<file path="src/rtl/tpu_pkg.sv">
// Shared types and constants for the TPU tile scheduler and its tile counter.
// Latency: n/a (types, constants and one pure helper function).
// Backpressure: n/a.
package tpu_pkg;

    localparam int TILE      = 4;   // systolic array edge
    localparam int ADDR_BITS = 16;  // global buffer index width
    localparam int DIM_W     = 8;   // K/M/N width
    localparam int TCNT_W    = 6;   // tile index width (0..63)

    typedef enum logic [2:0] {
        IDLE,
        START,
        WAIT,
        WB,
        DONE
    } state_t;

    // Index of the last tile along a dimension: ceil(dim/TILE)-1 == (dim-1)/TILE.
    // Only meaningful for dim >= 1; zero dimensions are rejected before this is used.
    function automatic logic [TCNT_W-1:0] last_tile_idx(input logic [DIM_W-1:0] dim);
        return TCNT_W'((dim - 1'b1) >> $clog2(TILE));
    endfunction

endpackage

</file>
<file path="src/rtl/tpu_tile_counter.sv">
// 2-D tile walker: mt is the inner index, nt the outer; both wrap to 0 after the last tile.
// Latency: counters move on the edge where advance is high; last_tile decodes the current value.
// Backpressure: none; advance is honoured every cycle it is asserted, clear has priority.
//
// Ports: clk, rst_n (async active-low), clear (restart at tile 0,0), advance (step one tile),
//        mt_last/nt_last (last valid index per axis), mt/nt (current tile), last_tile.
module tpu_tile_counter
    import tpu_pkg::*;
(
    input  logic              clk,
    input  logic              rst_n,
    input  logic              clear,
    input  logic              advance,
    input  logic [TCNT_W-1:0] mt_last,
    input  logic [TCNT_W-1:0] nt_last,
    output logic [TCNT_W-1:0] mt,
    output logic [TCNT_W-1:0] nt,
    output logic              last_tile
);

    always_ff @(posedge clk or negedge rst_n) begin
        if (!rst_n) begin
            mt <= '0;
            nt <= '0;
        end else if (clear) begin
            mt <= '0;
            nt <= '0;
        end else if (advance) begin
            if (mt == mt_last) begin
                mt <= '0;
                nt <= (nt == nt_last) ? '0 : nt + TCNT_W'(1);
            end else begin
                mt <= mt + TCNT_W'(1);
            end
        end
    end

    assign last_tile = (mt == mt_last) && (nt == nt_last);

endmodule

</file>
<file path="src/rtl/tpu_tile_scheduler.sv">
// Walks C = A*B over the 4x4 systolic array tile by tile: start pulse, wait for sa_done, 4-row writeback.
// Latency: accept -> sa_start next cycle; sa_done -> first writeback row next cycle; done 1 cycle after last row.
// Backpressure: in_valid ignored while busy; the array throttles via sa_done; writeback never stalls.
//
// Ports: clk, rst_n; job request in_valid with K/M/N; status busy/done/err;
//        array side sa_start, a_base, b_base, k_len, sa_done; writeback wb_row, C_wr_en, C_index;
//        debug tile_m/tile_n (current tile coordinates).
module tpu_tile_scheduler #(
    parameter int TILE      = 4,
    parameter int ADDR_BITS = 16
) (
    input  logic                 clk,
    input  logic                 rst_n,
    input  logic                 in_valid,
    input  logic [7:0]           K,
    input  logic [7:0]           M,
    input  logic [7:0]           N,
    output logic                 busy,
    output logic                 done,
    output logic                 err,
    output logic                 sa_start,
    output logic [ADDR_BITS-1:0] a_base,
    output logic [ADDR_BITS-1:0] b_base,
    output logic [7:0]           k_len,
    input  logic                 sa_done,
    output logic [1:0]           wb_row,
    output logic                 C_wr_en,
    output logic [ADDR_BITS-1:0] C_index,
    output logic [5:0]           tile_m,
    output logic [5:0]           tile_n
);
    import tpu_pkg::*;

    localparam logic [1:0] LAST_ROW = 2'(TILE - 1);

    state_t            state;
    logic [DIM_W-1:0]  k_lat;
    logic [DIM_W-1:0]  m_lat;
    logic [TCNT_W-1:0] mt_last;
    logic [TCNT_W-1:0] nt_last;
    logic [1:0]        row;
    logic [TCNT_W-1:0] mt;
    logic [TCNT_W-1:0] nt;
    logic              last_tile;
    logic              dims_ok;
    logic              accept;
    logic              advance;
    logic [ADDR_BITS-1:0] mpad;
    logic [ADDR_BITS-1:0] row_m;

    assign dims_ok = (K != '0) && (M != '0) && (N != '0);
    assign accept  = (state == IDLE) && in_valid && dims_ok;
    // Tile pointer steps on the final writeback row so the next START already sees the new tile.
    assign advance = (state == WB) && (row == LAST_ROW);

    tpu_tile_counter u_tile_counter (
        .clk       (clk),
        .rst_n     (rst_n),
        .clear     (accept),
        .advance   (advance),
        .mt_last   (mt_last),
        .nt_last   (nt_last),
        .mt        (mt),
        .nt        (nt),
        .last_tile (last_tile)
    );

    always_ff @(posedge clk or negedge rst_n) begin
        if (!rst_n) begin
            state   <= IDLE;
            k_lat   <= '0;
            m_lat   <= '0;
            mt_last <= '0;
            nt_last <= '0;
            row     <= '0;
            err     <= 1'b0;
        end else begin
            err <= (state == IDLE) && in_valid && !dims_ok;
            case (state)
                IDLE: begin
                    if (accept) begin
                        k_lat   <= K;
                        m_lat   <= M;
                        mt_last <= last_tile_idx(M);
                        nt_last <= last_tile_idx(N);
                        row     <= '0;
                        state   <= START;
                    end
                end
                START: state <= WAIT;
                WAIT: begin
                    if (sa_done) begin
                        state <= WB;
                    end
                end
                WB: begin
                    row <= row + 2'd1;
                    if (row == LAST_ROW) begin
                        row   <= '0;
                        state <= last_tile ? DONE : START;
                    end
                end
                DONE:    state <= IDLE;
                default: state <= IDLE;
            endcase
        end
    end

    // Outputs decode registered state only; nothing here sees an input combinationally.
    assign busy     = (state != IDLE);
    assign done     = (state == DONE);
    assign sa_start = (state == START);
    assign k_len    = k_lat;
    assign wb_row   = row;
    assign tile_m   = mt;
    assign tile_n   = nt;

    assign a_base = ADDR_BITS'(mt) * ADDR_BITS'(k_lat);
    assign b_base = ADDR_BITS'(nt) * ADDR_BITS'(k_lat);

    // C is laid out column-tile major with the row count padded up to a whole tile.
    assign mpad    = (ADDR_BITS'(mt_last) + ADDR_BITS'(1)) * ADDR_BITS'(TILE);
    assign row_m   = ADDR_BITS'(mt) * ADDR_BITS'(TILE) + ADDR_BITS'(row);
    assign C_index = (state == WB) ? ADDR_BITS'(nt) * mpad + row_m : '0;
    // Padding rows beyond M still consume a cycle but are not written.
    assign C_wr_en = (state == WB) && (row_m < ADDR_BITS'(m_lat));

endmodule

</file>
<file path="config.mk">
export PLATFORM = sky130hd
export DESIGN_NAME = tpu_tile_scheduler
export DESIGN_NICKNAME = d
export VERILOG_FILES = /design/src/rtl/tpu_pkg.sv /design/src/rtl/tpu_tile_counter.sv /design/src/rtl/tpu_tile_scheduler.sv
export SDC_FILE = /design/constraint.sdc
export NUM_CORES = 1
export LEC_CHECK = 0
export ABC_CLOCK_PERIOD_IN_PS = 7430
export CAP_MARGIN = 25
export CELL_PAD_IN_SITES_DETAIL_PLACEMENT = 1
export CELL_PAD_IN_SITES_GLOBAL_PLACEMENT = 1
export CORE_UTILIZATION = 35
export CTS_BUF_LIST = sky130_fd_sc_hd__clkbuf_4 sky130_fd_sc_hd__clkbuf_8
export DETAILED_ROUTE_END_ITERATION = 10
export GPL_ROUTABILITY_DRIVEN = 0
export PLACE_DENSITY = 0.68
export SLEW_MARGIN = 20
export SYNTH_ARGS = -nofsm -noshare
export SYNTH_HDL_FRONTEND = slang
export SYNTH_SLANG_ARGS = --single-unit
</file>
<file path="constraint.sdc">
create_clock -name clk -period 7.43 [get_ports clk]
set_clock_uncertainty 0.2 [all_clocks]
set_input_delay 0.743 -clock clk [delete_from_list [all_inputs] [get_ports clk]]
set_output_delay 0.743 -clock clk [all_outputs]
set_load 0.005 [all_outputs]
</file>
---- Word-level counts from Yosys, hierarchy flattened ----
Cells that the tools add are included.
cells by class
  multiply operators ...................... 3
  multiplexer cells ....................... 16
  reductions and logical operators ........ 21
  eq/ne operators ......................... 10
  add/sub/neg operators ................... 8
  $lt $le $gt $ge ......................... 1
operators by type and width
  cell                   count
  $mux W6                7
  $mul A6 B8 Y14         2
  $reduce_bool A8 Y1     3
  $add A15 B9 Y16        1
  $mux W16               1
  $sub A8 B1 Y8 const B  2
  $mul A6 B7 Y13         1
  $add A6 B1 Y6 const B  2
  $eq A6 B6 Y1           2
  $mux W3                4
  $pmux W3 S4            1
  $add A8 B2 Y9          1
  $lt A9 B8 Y1           1
  $logic_and A1 B1 Y1    8
  $add A6 B1 Y7 const B  1
  $eq A3 B2 Y1 const B   2
  $ne A2 B2 Y1 const B   3
  $reduce_and A2 Y1      3
  $reduce_bool A2 Y1     3
  $mux W2                2
  $pmux W2 S2            1
  $eq A3 B1 Y1 const B   1
  $eq A3 B3 Y1 const B   1
  $logic_not A3 Y1       1
  other kinds (5)        5
word-level totals
  bits in registers ....................... 46
  input port bits ......................... 28
  output and inout bits ................... 75
  word-level logic and storage cells ...... 68

---- Longest topological paths before layout ----
Gate-level depths: netlist (run 1).
  depth in word-level cells ............... 6
  depth in mapped cells ................... 18
  mapped depth without buffers ............ 18

---- Cells and area by module ----
A second synthesis (run 1) with hierarchy kept.
second synthesis, totals
  cells, all modules ...................... 805
  area total of the unflattened synthesis .. 7135.6 sq um
modules (own cells, without submodules)
  module              times used  seq. area each (sq um)  area an instance (sq um)  cells each
  tpu_tile_scheduler  1           850.8                   6327.3                    724
  tpu_tile_counter    1           300.3                   808.3                     81

---- Least setup slack after synthesis (run 1) ----
OpenSTA, ideal clock, no wires.
  kind .................................... reg2out
  start point ............................. register mt_last[1]
  end point ............................... output port C_index[14]
  setup slack ............................. 1.967 ns
  data required time ...................... 6.487 ns
  buffers on the path ..................... 0
  arrival ................................. 4.520 ns
  stages on the path, launching flop included .. 18
  cell sequence ........................... dfrtp_1 > ha_1 > nand3_1 > xor2_1 > nor2b_1 > fa_1 > fa_1 > inv_1 > fa_1 > inv_1 > ha_1 > a21o_1 > a221oi_1 > xnor2_1 > nand4_1 > a2111oi_2 > xor2_1 > nor2_1
between the ends
  longest elaborated chain between the ends .. 4
ends and longest elaborated chain
  element                   RTL line                   source
  start: declaration        tpu_tile_scheduler.sv:39   logic [TCNT_W-1:0] mt_last;
  start signal: assignment  tpu_tile_scheduler.sv:84   mt_last <= last_tile_idx(M);
  $add A6 B1 Y7             tpu_tile_scheduler.sv:122  assign mpad = (ADDR_BITS'(mt_last) + ADDR_BITS'(1)) * ADDR_BITS'(TILE);
  $mul A6 B7 Y13            tpu_tile_scheduler.sv:124  assign C_index = (state == WB) ? ADDR_BITS'(nt) * mpad + row_m : '0;
  $add A15 B9 Y16           tpu_tile_scheduler.sv:124
  $mux W16                  tpu_tile_scheduler.sv:124
  end: declaration          tpu_tile_scheduler.sv:28   output logic [ADDR_BITS-1:0] C_index,
Every way passes these cells.

---- Worst setup path after layout (run 1) ----
  start point ............................. register mt_last[0]
  end point ............................... output port C_index[14]
The elaborated chain is that of the path after synthesis.

==> results of run 1 <==
routing by layer:
metal  global-route usage, %  part of all wire [%]  up-vias  wire length [um]
met2                    33.6                    52       47              9130
met4                    1.85                  0.44        0                78
met5                       0                     0        -                 0
met3                    1.03                   1.1        5               202
met1                    23.6                    46     2835              8160
li1                        -                     -     2718                 -
worst max-delay path by stage:
stage / start / to / slack [ps]
2_1_floorplan: mt_last[1] / C_index[14] / 1970
3_3_place_gp: mt_last[0] / C_index[15] / 1050
3_5_place_dp: mt_last[0] / C_index[14] / 860
4_1_cts: mt_last[0] / C_index[15] / 520
5_1_grt: mt_last[0] / C_index[14] / 130
6_report: mt_last[0] / C_index[14] / 540
synth_stat cells, drive strengths merged (2+ instances only):
cell type    n  area, sq um
a211oi       2         15.0
a2111o       2         22.5
nor3         8         40.0
and2        54          338
clkbuf      29          109
o21a         3         30.0
a21oi       25          136
a2111oi      3         32.5
nand3       15         87.6
nand2       99          372
nor3b        3         22.5
o31a         2         17.5
fa          72         1440
nand4        2         12.5
a31oi        4         25.0
inv        103          387
mux2        16          180
nor4         7         50.1
ha          82         1030
o21bai       6         45.0
a21o        10         75.1
dfrtp       46         1150
buf          9         56.3
xor2        28          245
nor2b       28          175
or2          6         40.0
and3        11         68.8
xnor2       35          307
o31ai        7         52.6
a21boi       2         15.0
a221oi       2         17.5
o21ai       30          150
nand2b       7         43.8
nor2        28          105
per-stage QoR:
stage	instances	util, %	total power, mW	cell area, sq um	hold WS [ps]
2_1_floorplan	801	-	1.55	7000	247
3_3_place_gp	1133	42.0	2.27	8200	282
3_5_place_dp	1133	42.0	2.31	8200	294
4_1_cts	1140	42.6	2.51	8310	315
5_1_grt	1140	42.6	2.74	8310	330
6_report	1140	42.6	2.47	8310	314
critical path, stage by stage (launching register included):
cell and delay (ps):
dfrtp_1 540, ha_1 270, nand3_1 100, xor2_1 440
nor2b_1 140, fa_1 530, inv_1 60, fa_1 510
fa_1 550, inv_1 40, ha_1 370, and3_1 200
a221oi_1 330, xnor2_1 200, nand4_1 210, a2111oi_2 430
xor2_1 110, nor2_1 90, clkdlybuf4s50_1 510
layout make-up:
cell class                 count  area (sq um)
sequential                    46          1150
tap                          265           332
fill                        2344         11200
clock inverter                 1          30.0
multi-input combinational    614          5300
clock buffer                   6          82.6
inverter                     103           387
timing repair buffer         105          1030
report_power, final:
part / internal [mW] / switching, mW / leakage, nW / total [mW]
clock network: 0.108 / 0.0885 / 0.0573 / 0.196
logic: 0.894 / 0.798 / 3.43 / 1.69
registers: 0.349 / 0.229 / 0.579 / 0.579
sequential cells by signal (all words and copies together) (netlist names):
signal and cells:
k_len 8, m_lat 8, mt_last 6, nt_last 6, u_tile_counter.mt 6, u_tile_counter.nt 6, state 3, wb_row 2
err 1
logic make-up after synthesis:
kind of cell	Yosys count	share of synthesized area [%]
muxes	17	2.72
AOI/OAI and AO/OA	103	9.64
and+or+nand+nor	273	20.1
DFF	46	16.5
other	1	0.0536
buffers and inverters	141	7.89
xor gates and xnor gates	63	7.89
adders and majority gates	154	35.3
==> run metrics, run 1 <==
final-report setup violation count=0; Die Area=20500 sq um; Post-synth top flop=dfrtp_1; Pre-antenna DRT Iters=4; vias in the first global route=6027; WS Path Type=reg2out; FP Rows=51; ant diodes=0; CTS Sinks=46; Worst Path Max Fanout=11; Worst EP arrival=5950 ps; worst reg2reg path depth=6; Post-DP HPWL=14.3 mm; worst slew pin tran=889 ps; I/O Buffers=98; required time at the worst-slack endpoint=6490 ps; worst hold path type=reg2reg; worst vdd ir=0.000227 V; commonest non-fill, non-tap cells in the layout=inv_1, nand2_1, clkdlybuf4s50_1; Yosys cell types=54; Seq/Total Area, Yosys=16.5%; Slew HR=40.2%; Final TNS setup=0 ps; launching point of the worst reg2reg path=state[0]; Core Box Area=19500 sq um; vias per cell=4.92; layout cells sized above 1=5.03%; Final Slew Violations=0; DRT antenna net count=0; Root Driver=clkbuf_8; clock period minus worst slack=6890 ps; Clock Path Buffers=2; pin count of the biggest net entering global routing=47; area grow syn2layout=18.9%; Max H-tree Level=2; wire length per cell=15.4 um; boundary pin count=103; asr flop ratio synth=100%; postcts setup bufs=0; count of final hold-check violations=0; CTS resizes=0; RSZ-0062 raised after global routing=false; Yosys reg bits=46; Num CTS Buffers=5; final setup margin=536 ps; Post-synth EDFFs=0; grt ovf=0; global-route wire length before repair=29.6 mm; 1st-iter DRT viols=141; Layout Nets=1057; Post-Syn Instances=798; Max Cap Viol=0; RR Endpoint=u_tile_counter.nt[4]; clk_lat worst skew=310 ps; Synth Cell Area=6990 sq um; total number of vias=5605; Worst-path clk slew=100 ps; initial antenna violation count=0; hold_buf cts=0; outcome=completed; Final Routed Wirelength=17.6 mm; Cell Pwr Density=297 nW/um^2; commonest non-fill, non-tap cell in the layout=inv_1; crit path launch type=register; Initial Util=35.8%; max frequency=145 MHz; CTS tree=done; Hold Startpoint=m_lat[3]; DRC Markers=0; syn avg cell area=8.76 sq um; die span in x=143 um; Pleak=4.07 nW; warnings from Yosys=0; pre-CTS setup slack=856 ps; Die Y=143 um; hold path endpoint=m_lat[3]; gr usage total=18.0%; worst hold path depth=1; Critical Path End Type=output pin; Reg2Reg Setup Slack=4580 ps; Final period util=92.8%
Note: power is estimated with default switching activity, not from simulation.
==> run 2, diff against run 1 <==
CORE_UTILIZATION = 43   (was 35)
PLACE_DENSITY = 0.81   (was 0.68)
RECOVER_POWER = 25   (was unset)
==> run 2 against run 1 <==
  * The flow now finishes with violations (capacitance limit, slew limit)
  * Worst hold slack got worse by 4.8 ps
  * Die area fell by 18%
  * Global-route usage rose by 3.9 points
  * Largest cell class unchanged
==> run metrics, run 2 (synthesized netlist as in run 1, its figures left out) <==
worst reg2reg path depth=6 (unchanged); grt ovf=0 (unchanged); worst slew pin tran=2490 ps (+1600 ps); required time at the worst-slack endpoint=6490 ps (about the same); Layout Utilization=52.0% (+9.4 points); Max H-tree Level=2 (unchanged); pre-CTS setup slack=899 ps (+42.9 ps); postcts setup bufs=0 (unchanged); area grow syn2layout=18.1%; max frequency=146 MHz (+0.47%); Fill cells=1878 (-20%); global-route wire length before repair=29.3 mm (-1.0%); DRT antenna net count=0 (unchanged); Cell Pwr Density=299 nW/um^2 (+0.90%); sequential fraction of design power=23.6% (about the same); WS Path Type=reg2out; 1st-iter DRT viols=178 (+26%); Slew HR=-66.2% (-110 points); clk_lat worst skew=310 ps (about the same); Pleak=4.06 nW (-0.12%); failing checks=capacitance limit, slew limit; I/O Buffers=98 (unchanged); DRC Markers=0 (unchanged); CTS Sinks=46 (unchanged); pin count of the biggest net entering global routing=47 (unchanged); clock power share=7.8% (-0.2 points); Reg2Reg Setup Slack=4540 ps (-40 ps); Pre-antenna DRT Iters=4 (unchanged); Post-DP HPWL=14.2 mm (-0.70%); worst vdd ir=0.000313 V (+38%); Final TNS setup=0 ps (unchanged); RR Endpoint=u_tile_counter.nt[5]; die span in x=130 um (-9.6%); count of final hold-check violations=0 (unchanged); Comb pwr share=68.6% (about the same); switching pwr=1.13 mW (+0.93%); ant diodes=0 (unchanged); launching point of the worst reg2reg path=state[0]; Final Slew Violations=47 (+47); commonest non-fill, non-tap cells in the layout=inv_1, nand2_1, clkdlybuf4s50_1; Critical Path End Type=output pin; Clock Path Buffers=2 (unchanged); crit path launch type=register; vias per cell=5.17 (+5.2%); Total Power=2.47 mW (+0.21%); boundary pin count=103 (unchanged); P_int=1.35 mW (-0.38%); Worst-path clk slew=100 ps (about the same); final-report setup violation count=0 (unchanged); Die Y=130 um (-9.6%); total number of vias=5654 (+0.87%); Sw Ratio=45.5% (+0.32 points); worst hold path type=reg2reg; Worst EP arrival=5920 ps (-30 ps); Final Routed Wirelength=17.3 mm (-1.6%); clock period minus worst slack=6860 ps (-32.6 ps); Crit. Startpoint=mt_last[0]; layout cells sized above 1=5.13% (+0.10 points); FP Rows=46 (-9.8%); CTS tree=done; Die Area=16800 sq um (-18%); outcome=finished with violations; Final period util=92.3% (-0.44 points); hold_buf cts=0 (unchanged); RSZ-0062 raised after global routing=false; Critical Path End=C_index[15]; Core Box Area=15900 sq um (-19%); Initial Util=44.0% (+8.2 points); initial antenna violation count=0 (unchanged); commonest non-fill, non-tap cell in the layout=inv_1; Num CTS Buffers=5 (unchanged); CTS resizes=0 (unchanged); Root Driver=clkbuf_8; final setup margin=569 ps (+32.6 ps); gr usage total=22.0% (+3.9 points); Worst Path Max Fanout=11 (unchanged); Layout Nets=1058 (+0.095%); wire length per cell=15.8 um (+2.6%); vias in the first global route=6034 (+0.12%); Max Cap Viol=1 (+1)
## run 2: cell count changes in the layout (fill, tap and decap cells not counted)
cell and change:
clkinvlp_4 +2, clkbuf_8 -1, clkbuf_1 +1
## run 2: power groups by stage
| stage | clock [mW] | sequential [mW] | combinational, mW |
|---|---|---|---|
| finish | 0.193 | 0.583 | 1.70 |
| global route | 0.206 | 0.609 | 1.92 |
| CTS | 0.196 | 0.582 | 1.73 |
| detailed placement | 0 | 0.588 | 1.72 |
| global placement | 0 | 0.584 | 1.65 |
| floorplan | 0 | 0.446 | 1.10 |
## run 2: final cells by class
class                           instances  area [sq um]  area share, %
Sequential cell                        46          1150           13.9
Tap cell                              216           270           3.27
Multi-Input combinational cell        614          5300           64.2
Timing Repair Buffer                  106          1030           12.5
Clock buffer                            5          68.8          0.834
Inverter                              103           387           4.68
Clock inverter                          3          45.0          0.546
## run 2: worst min path at each step
stage	cells past startpoint	from	slack, ps	to
floorplan	0	rst_n	250	err
CTS	1	m_lat[3]	310	m_lat[3]
global route	1	m_lat[3]	330	m_lat[3]
detailed placement	1	m_lat[3]	290	m_lat[3]
finish	1	m_lat[3]	310	m_lat[3]
global placement	2	nt_last[0]	290	nt_last[0]
## run 2: critical path, stage by stage (launching register included)
cell and delay (ps):
dfrtp_1 560, ha_1 260, nand3_1 110, xor2_1 430, nor2b_1 130, fa_1 530
inv_1 60, fa_1 500, fa_1 550, inv_1 40, ha_1 370, and3_1 190
a221oi_1 300, xnor2_1 200, nand4_1 200, nor3_1 320, nor4b_1 280, clkdlybuf4s50_1 550
## run 2: per-stage QoR
step	hold WS, ps	cell area, sq um	instances
final	309	8260	1093
after floorplan	247	7000	801
after CTS	315	8260	1093
after detailed placement	294	8150	1085
after global placement	286	8150	1085
after global routing	328	8260	1093
## run 2: metal layers
metal  track usage [%]  vias up  part of all wire (%)
met5                 0        -                     0
met1              27.7     2864                    44
met3              1.36       12                   1.5
met4              3.97        0                   1.0
met2              41.5       58                    54
li1                  -     2720                     -
==> edit 1: new RTL, flow settings as in run 1 <==
`ADDR_BITS` is set to 16 in 2 places; all go to 15.
--- a/src/rtl/tpu_pkg.sv
+++ b/src/rtl/tpu_pkg.sv
@@ -6,3 +6,3 @@
     localparam int TILE      = 4;   // systolic array edge
-    localparam int ADDR_BITS = 16;  // global buffer index width
+    localparam int ADDR_BITS = 15;  // global buffer index width
     localparam int DIM_W     = 8;   // K/M/N width
--- a/src/rtl/tpu_tile_scheduler.sv
+++ b/src/rtl/tpu_tile_scheduler.sv
@@ -9,3 +9,3 @@
     parameter int TILE      = 4,
-    parameter int ADDR_BITS = 16
+    parameter int ADDR_BITS = 15
 ) (
Ports: changed (resized C_index, a_base and b_base); port bits go from 103 to 100. No check against the original RTL was run, so the function may have changed too.
==> edit 1 against run 1 <==
  * Maximum frequency fell by 1.5%
  * Sequential share of layout area fell by 0.30 points
  * Largest cell class unchanged
  * Cell count rose by 3.2%
  * Count of clock-buffer cells in the layout fell by 1
  * Via count rose by 6.4%
  * First-iteration DRC count rose by 70%
  * Wire length rose by 6.6%
  * Area after synthesis rose by 2.3%
  * Final area rose by 2.2%
  * Setup slack got worse by 0.11 ns
  * Sequential cell count did not move
  * Utilization rose by 0.51 points
  * Synthesized cell count rose by 4.8%
Power is not shown: default switching activity piles up to over one toggle a cycle in this logic, so the estimate is an artifact.
==> edit 1: results (changes against run 1) <==
H-tree Lvls - 2 (unchanged)
CP startpoint - mt_last[0]
Rel. slew slack - 38.29% (-1.9 points)
Netlist cell types - 59 (+9.3%)
Proportion of layout cells with a drive suffix above 1 - 5.159% (+0.13 points)
Synth cell count leaders - inv_1 (105), ha_1 (82), nand2_1 (81)
Setup bufs post-CTS - 0 (unchanged)
Filler instances - 2,321 (-0.98%)
CP peak stage delay - 0.56 ns
Register area share after synthesis - 16.10% (-0.36 points)
Asr flop ratio synth - 100.0% (unchanged)
Slowest CP cell - dfrtp_1
DR vias - 5,963 (+6.4%)
Top_reg_cell synth - dfrtp_1
Tot GR Track Use - 18.25% (+0.24 points)
Pin count of the biggest net entering global routing - 62 (+32%)
Port Buffers - 97 (-1.0%)
WL/cell - 15.92 um (+3.3%)
Clk Latency, worst-skew pair - 0.30 ns
Drt initial violations - 239 (+70%)
Root buffer cell - clkbuf_8
Vias in the first global route - 6,239 (+3.5%)
Initial antenna violation count - 0 (unchanged)
First-pass GRT wire length - 31.61 mm (+6.9%)
Resized Gates After CTS - 0 (unchanged)
Clock Tree Buf Depth - 2 (unchanged)
Total Wirelength - 18.72 mm (+6.6%)
Status - completed
Clk slew on worst S/H paths - 0.09 ns
Synth Area per Inst - 8.553 um^2 (-2.4%)
Critical path's top delay family - adder cells
Synth area leaders - fa_1 (20%), dfrtp_1 (16%), ha_1 (14%)
ANT cells - 0 (unchanged)
Hold Crit Class - input pin to asynchronous set/reset pin
Router iterations before antenna repair - 4 (unchanged)
Placed instance count - 1,168 (+3.1%)
Yosys warning count - 0 (unchanged)
Cts bufs inserted - 5 (unchanged)
Post-DP HPWL - 15.03 mm (+5.2%)
Final Max Tran Viols - 0 (unchanged)
RR Startpoint - wb_row[0]
Nets - 1,092 (+3.3%)
CP arrival - 6.06 ns (+0.11 ns)
Worst Path Max Fanout - 11 (unchanged)
==> edit 1: cell types whose count changed after synthesis, sizes merged, moves of 10 or more <==
cell,before,now
nor2,28,46
nand2,99,81
a21oi,25,46
xnor2,35,25
==> edit 1: layer usage <==
layer | up-vias | wire [um] | GRT usage, %
met3 | 11 | 459 | 2.044
li1 | 2886 | - | -
met2 | 65 | 9282 | 32.14
met4 | 0 | 144 | 2.287
met5 | - | 0 | 0
met1 | 3001 | 8838 | 24.50
==> edit 1: final cells by class <==
type | count | area, um^2 | share of cell area, %
multi-input combinational | 643 | 5429 | 63.91
sequential | 46 | 1151 | 13.55
timing repair buffer | 109 | 1076 | 12.67
inverter | 105 | 394.1 | 4.640
tap | 265 | 331.6 | 3.903
clock buffer | 5 | 68.82 | 0.8101
clock inverter | 3 | 43.79 | 0.5155
==> edit 1: cell families after synthesis <==
logic type	after synthesis	share of synthesized area (%)
buf+inv	148	8.329
mux	9	1.732
xor+xnor	48	6.072
compound gates	130	11.25
fa+ha+maj	154	34.51
other cells	1	0.05244
simple gates	300	21.96
flops	46	16.10
==> edit 1: worst paths after layout <==
| path | end | slack (ns) | cells after the start |
|---|---|---|---|
| max | C_index[14] | 0.43 | 18 |
| min | m_lat[3] | 0.25 | 1 |
| max reg2reg | u_tile_counter.nt[3] | 4.38 | 7 |
| min reg2reg | m_lat[0] | 0.32 | 1 |
| max in group asynchronous | mt_last[0] | 6.24 | 2 |
| min in group clk | m_lat[0] | 0.32 | 1 |
==> edit 1: through the flow <==
| step | area, um^2 | setup WS [ns] | hold slack (ns) | utilization (%) |
|---|---|---|---|---|
| final | 8494 | 0.4288 | 0.2465 | 43.08 |
| after global routing | 8494 | 0.003450 | 0.2662 | 43.08 |
| after CTS | 8474 | 0.1586 | 0.2518 | 42.98 |
| after detailed placement | 8362 | 0.5287 | 0.3014 | 42.41 |
| after global placement | 8334 | 0.6778 | 0.2913 | 42.27 |
| after floorplan | 7154 | 1.596 | 0.2474 | - |
==> edit 2: new RTL, settings of run 1 <==
Without the edit above. Reset style: synchronous (`rst_n`), changed in 2 clocked blocks. Comments in the files are not updated.
--- a/src/rtl/tpu_tile_counter.sv
+++ b/src/rtl/tpu_tile_counter.sv
@@ -20,3 +20,3 @@
 
-    always_ff @(posedge clk or negedge rst_n) begin
+    always_ff @(posedge clk) begin
         if (!rst_n) begin
--- a/src/rtl/tpu_tile_scheduler.sv
+++ b/src/rtl/tpu_tile_scheduler.sv
@@ -67,3 +67,3 @@
 
-    always_ff @(posedge clk or negedge rst_n) begin
+    always_ff @(posedge clk) begin
         if (!rst_n) begin
Function: differs if rst_n is asserted again (counterexample within 4 cycles, from zero or initial values and one cycle with rst_n low); with rst_n held inactive, the same outputs for 10 cycles.
==> edit 2 against run 1 <==
  * Global-route usage up 0.30 points
  * Die area is 0.81% higher
  * Worst hold slack got worse by 0.054 ns
  * Maximum frequency grew 3.7%
  * Area after synthesis rose by 0.82%
  * Final area up 0.23%
  * Wire length is 2.3% higher
  * Via count up 4.1%
  * Setup slack better by 0.24 ns
  * Critical path depth unchanged
  * Sequential cell count unchanged
  * Utilization about the same
Power is left out: it rests on default switching activity, and per cell area and clock period it moved more than threefold.
==> edit 2: results (changes against run 1) <==
Placement Setup Slack - 1.091 ns (+0.2353 ns)
Post-DP HPWL - 14.56 mm (+2.0%)
Tot GR Track Use - 18.32% (+0.30 points)
Worst R2R Setup Slack - 4.78 ns (+0.20 ns)
Total Wirelength - 17.97 mm (+2.3%)
Pin count of the biggest net entering global routing - 38 (-19%)
First-pass GRT wire length - 29.83 mm (+0.91%)
DR vias - 5,833 (+4.1%)
Fin Hold WS - 0.2595 ns (-0.05408 ns)
Top_reg_cell synth - dfxtp_1
Synth area leaders - fa_1 (20%), ha_1 (15%), dfxtp_1 (13%)
Filler instances - 2,398 (+2.3%)
Register area share after synthesis - 13.06% (-3.4 points)
Nets - 1,108 (+4.8%)
Asr flop ratio synth - 0% (-100 points)
Vias in the first global route - 6,006 (-0.35%)
CP arrival - 5.71 ns (-0.24 ns)
Worst hold start - m_lat[7]
Synth cell count leaders - nand2_1 (117), inv_1 (110), ha_1 (82)
Proportion of layout cells with a drive suffix above 1 - 4.315% (-0.71 points)
CP startpoint - mt_last[0]
Router iterations before antenna repair - 4 (unchanged)
Hold Path Depth - 2 (+1)
RR Startpoint - u_tile_counter.mt[1]
Status - completed
Drt initial violations - 193 (+37%)
Rel. slew slack - 39.54% (-0.67 points)
Tcrit/Tclk final - 89.51% (-3.3 points)
edit 2: cell types whose count changed in the layout (fill, tap and decap cells not counted), moves of 7 or more:
cell	change
inv_1	+7
o211a_1	+9
dfxtp_1	+46
a21boi_1	+16
dfrtp_1	-46
o21ai_0	-19
nand2_1	+18
mux2_2	-16
edit 2: logic make-up after synthesis:
group           Yosys count  synth area share, %
compound gates          119                12.17
xor+xnor                 58                7.205
fa+ha+maj               154                35.00
buf+inv                 157                9.210
flops                    46                13.06
mux                       3               0.4259
other cells               1              0.05319
simple gates            314                22.87
edit 2: through the flow:
| stage | cells | area [um^2] |
|---|---|---|
| 2_1_floorplan | 855 | 7062 |
| 6_report | 1192 | 8330 |
| 4_1_cts | 1192 | 8330 |
| 3_3_place_gp | 1183 | 8228 |
| 5_1_grt | 1192 | 8330 |
| 3_5_place_dp | 1184 | 8243 |
edit 2: per-layer routing:
metal / global-route usage [%] / vias up / part of all wire (%)
li1: - / 2894 / -
met1: 24.31 / 2839 / 48
met2: 31.91 / 91 / 48
met3: 2.333 / 9 / 3.2
met4: 3.080 / 0 / 0.78
met5: 0 / - / 0
edit 2: final timing paths:
kind / endpoint
max: C_index[13]
min reg2reg: m_lat[7]
max reg2reg: state[0]
min: m_lat[7]
edit 2: layout make-up:
type                       count  share of cell area (%)
timing repair buffer         111                   13.04
tap                          265                   3.980
clock inverter                 3                  0.2253
clock buffer                   5                  0.8261
sequential                    46                   11.05
multi-input combinational    652                   65.92
inverter                     110                   4.956
edit 2: worst max-delay path, stage by stage, from the launching register on:
cell	delay, ns
dfxtp_1	0.54
ha_1	0.25
nand3_1	0.12
xor2_1	0.43
nor2b_1	0.13
fa_1	0.53
inv_1	0.05
fa_1	0.46
fa_1	0.54
inv_1	0.04
ha_1	0.22
a211oi_1	0.31
nor2_1	0.15
a211oi_1	0.35
xnor2_1	0.27
nand4_1	0.22
xor2_1	0.19
nor2_1	0.09
clkdlybuf4s50_1	0.51
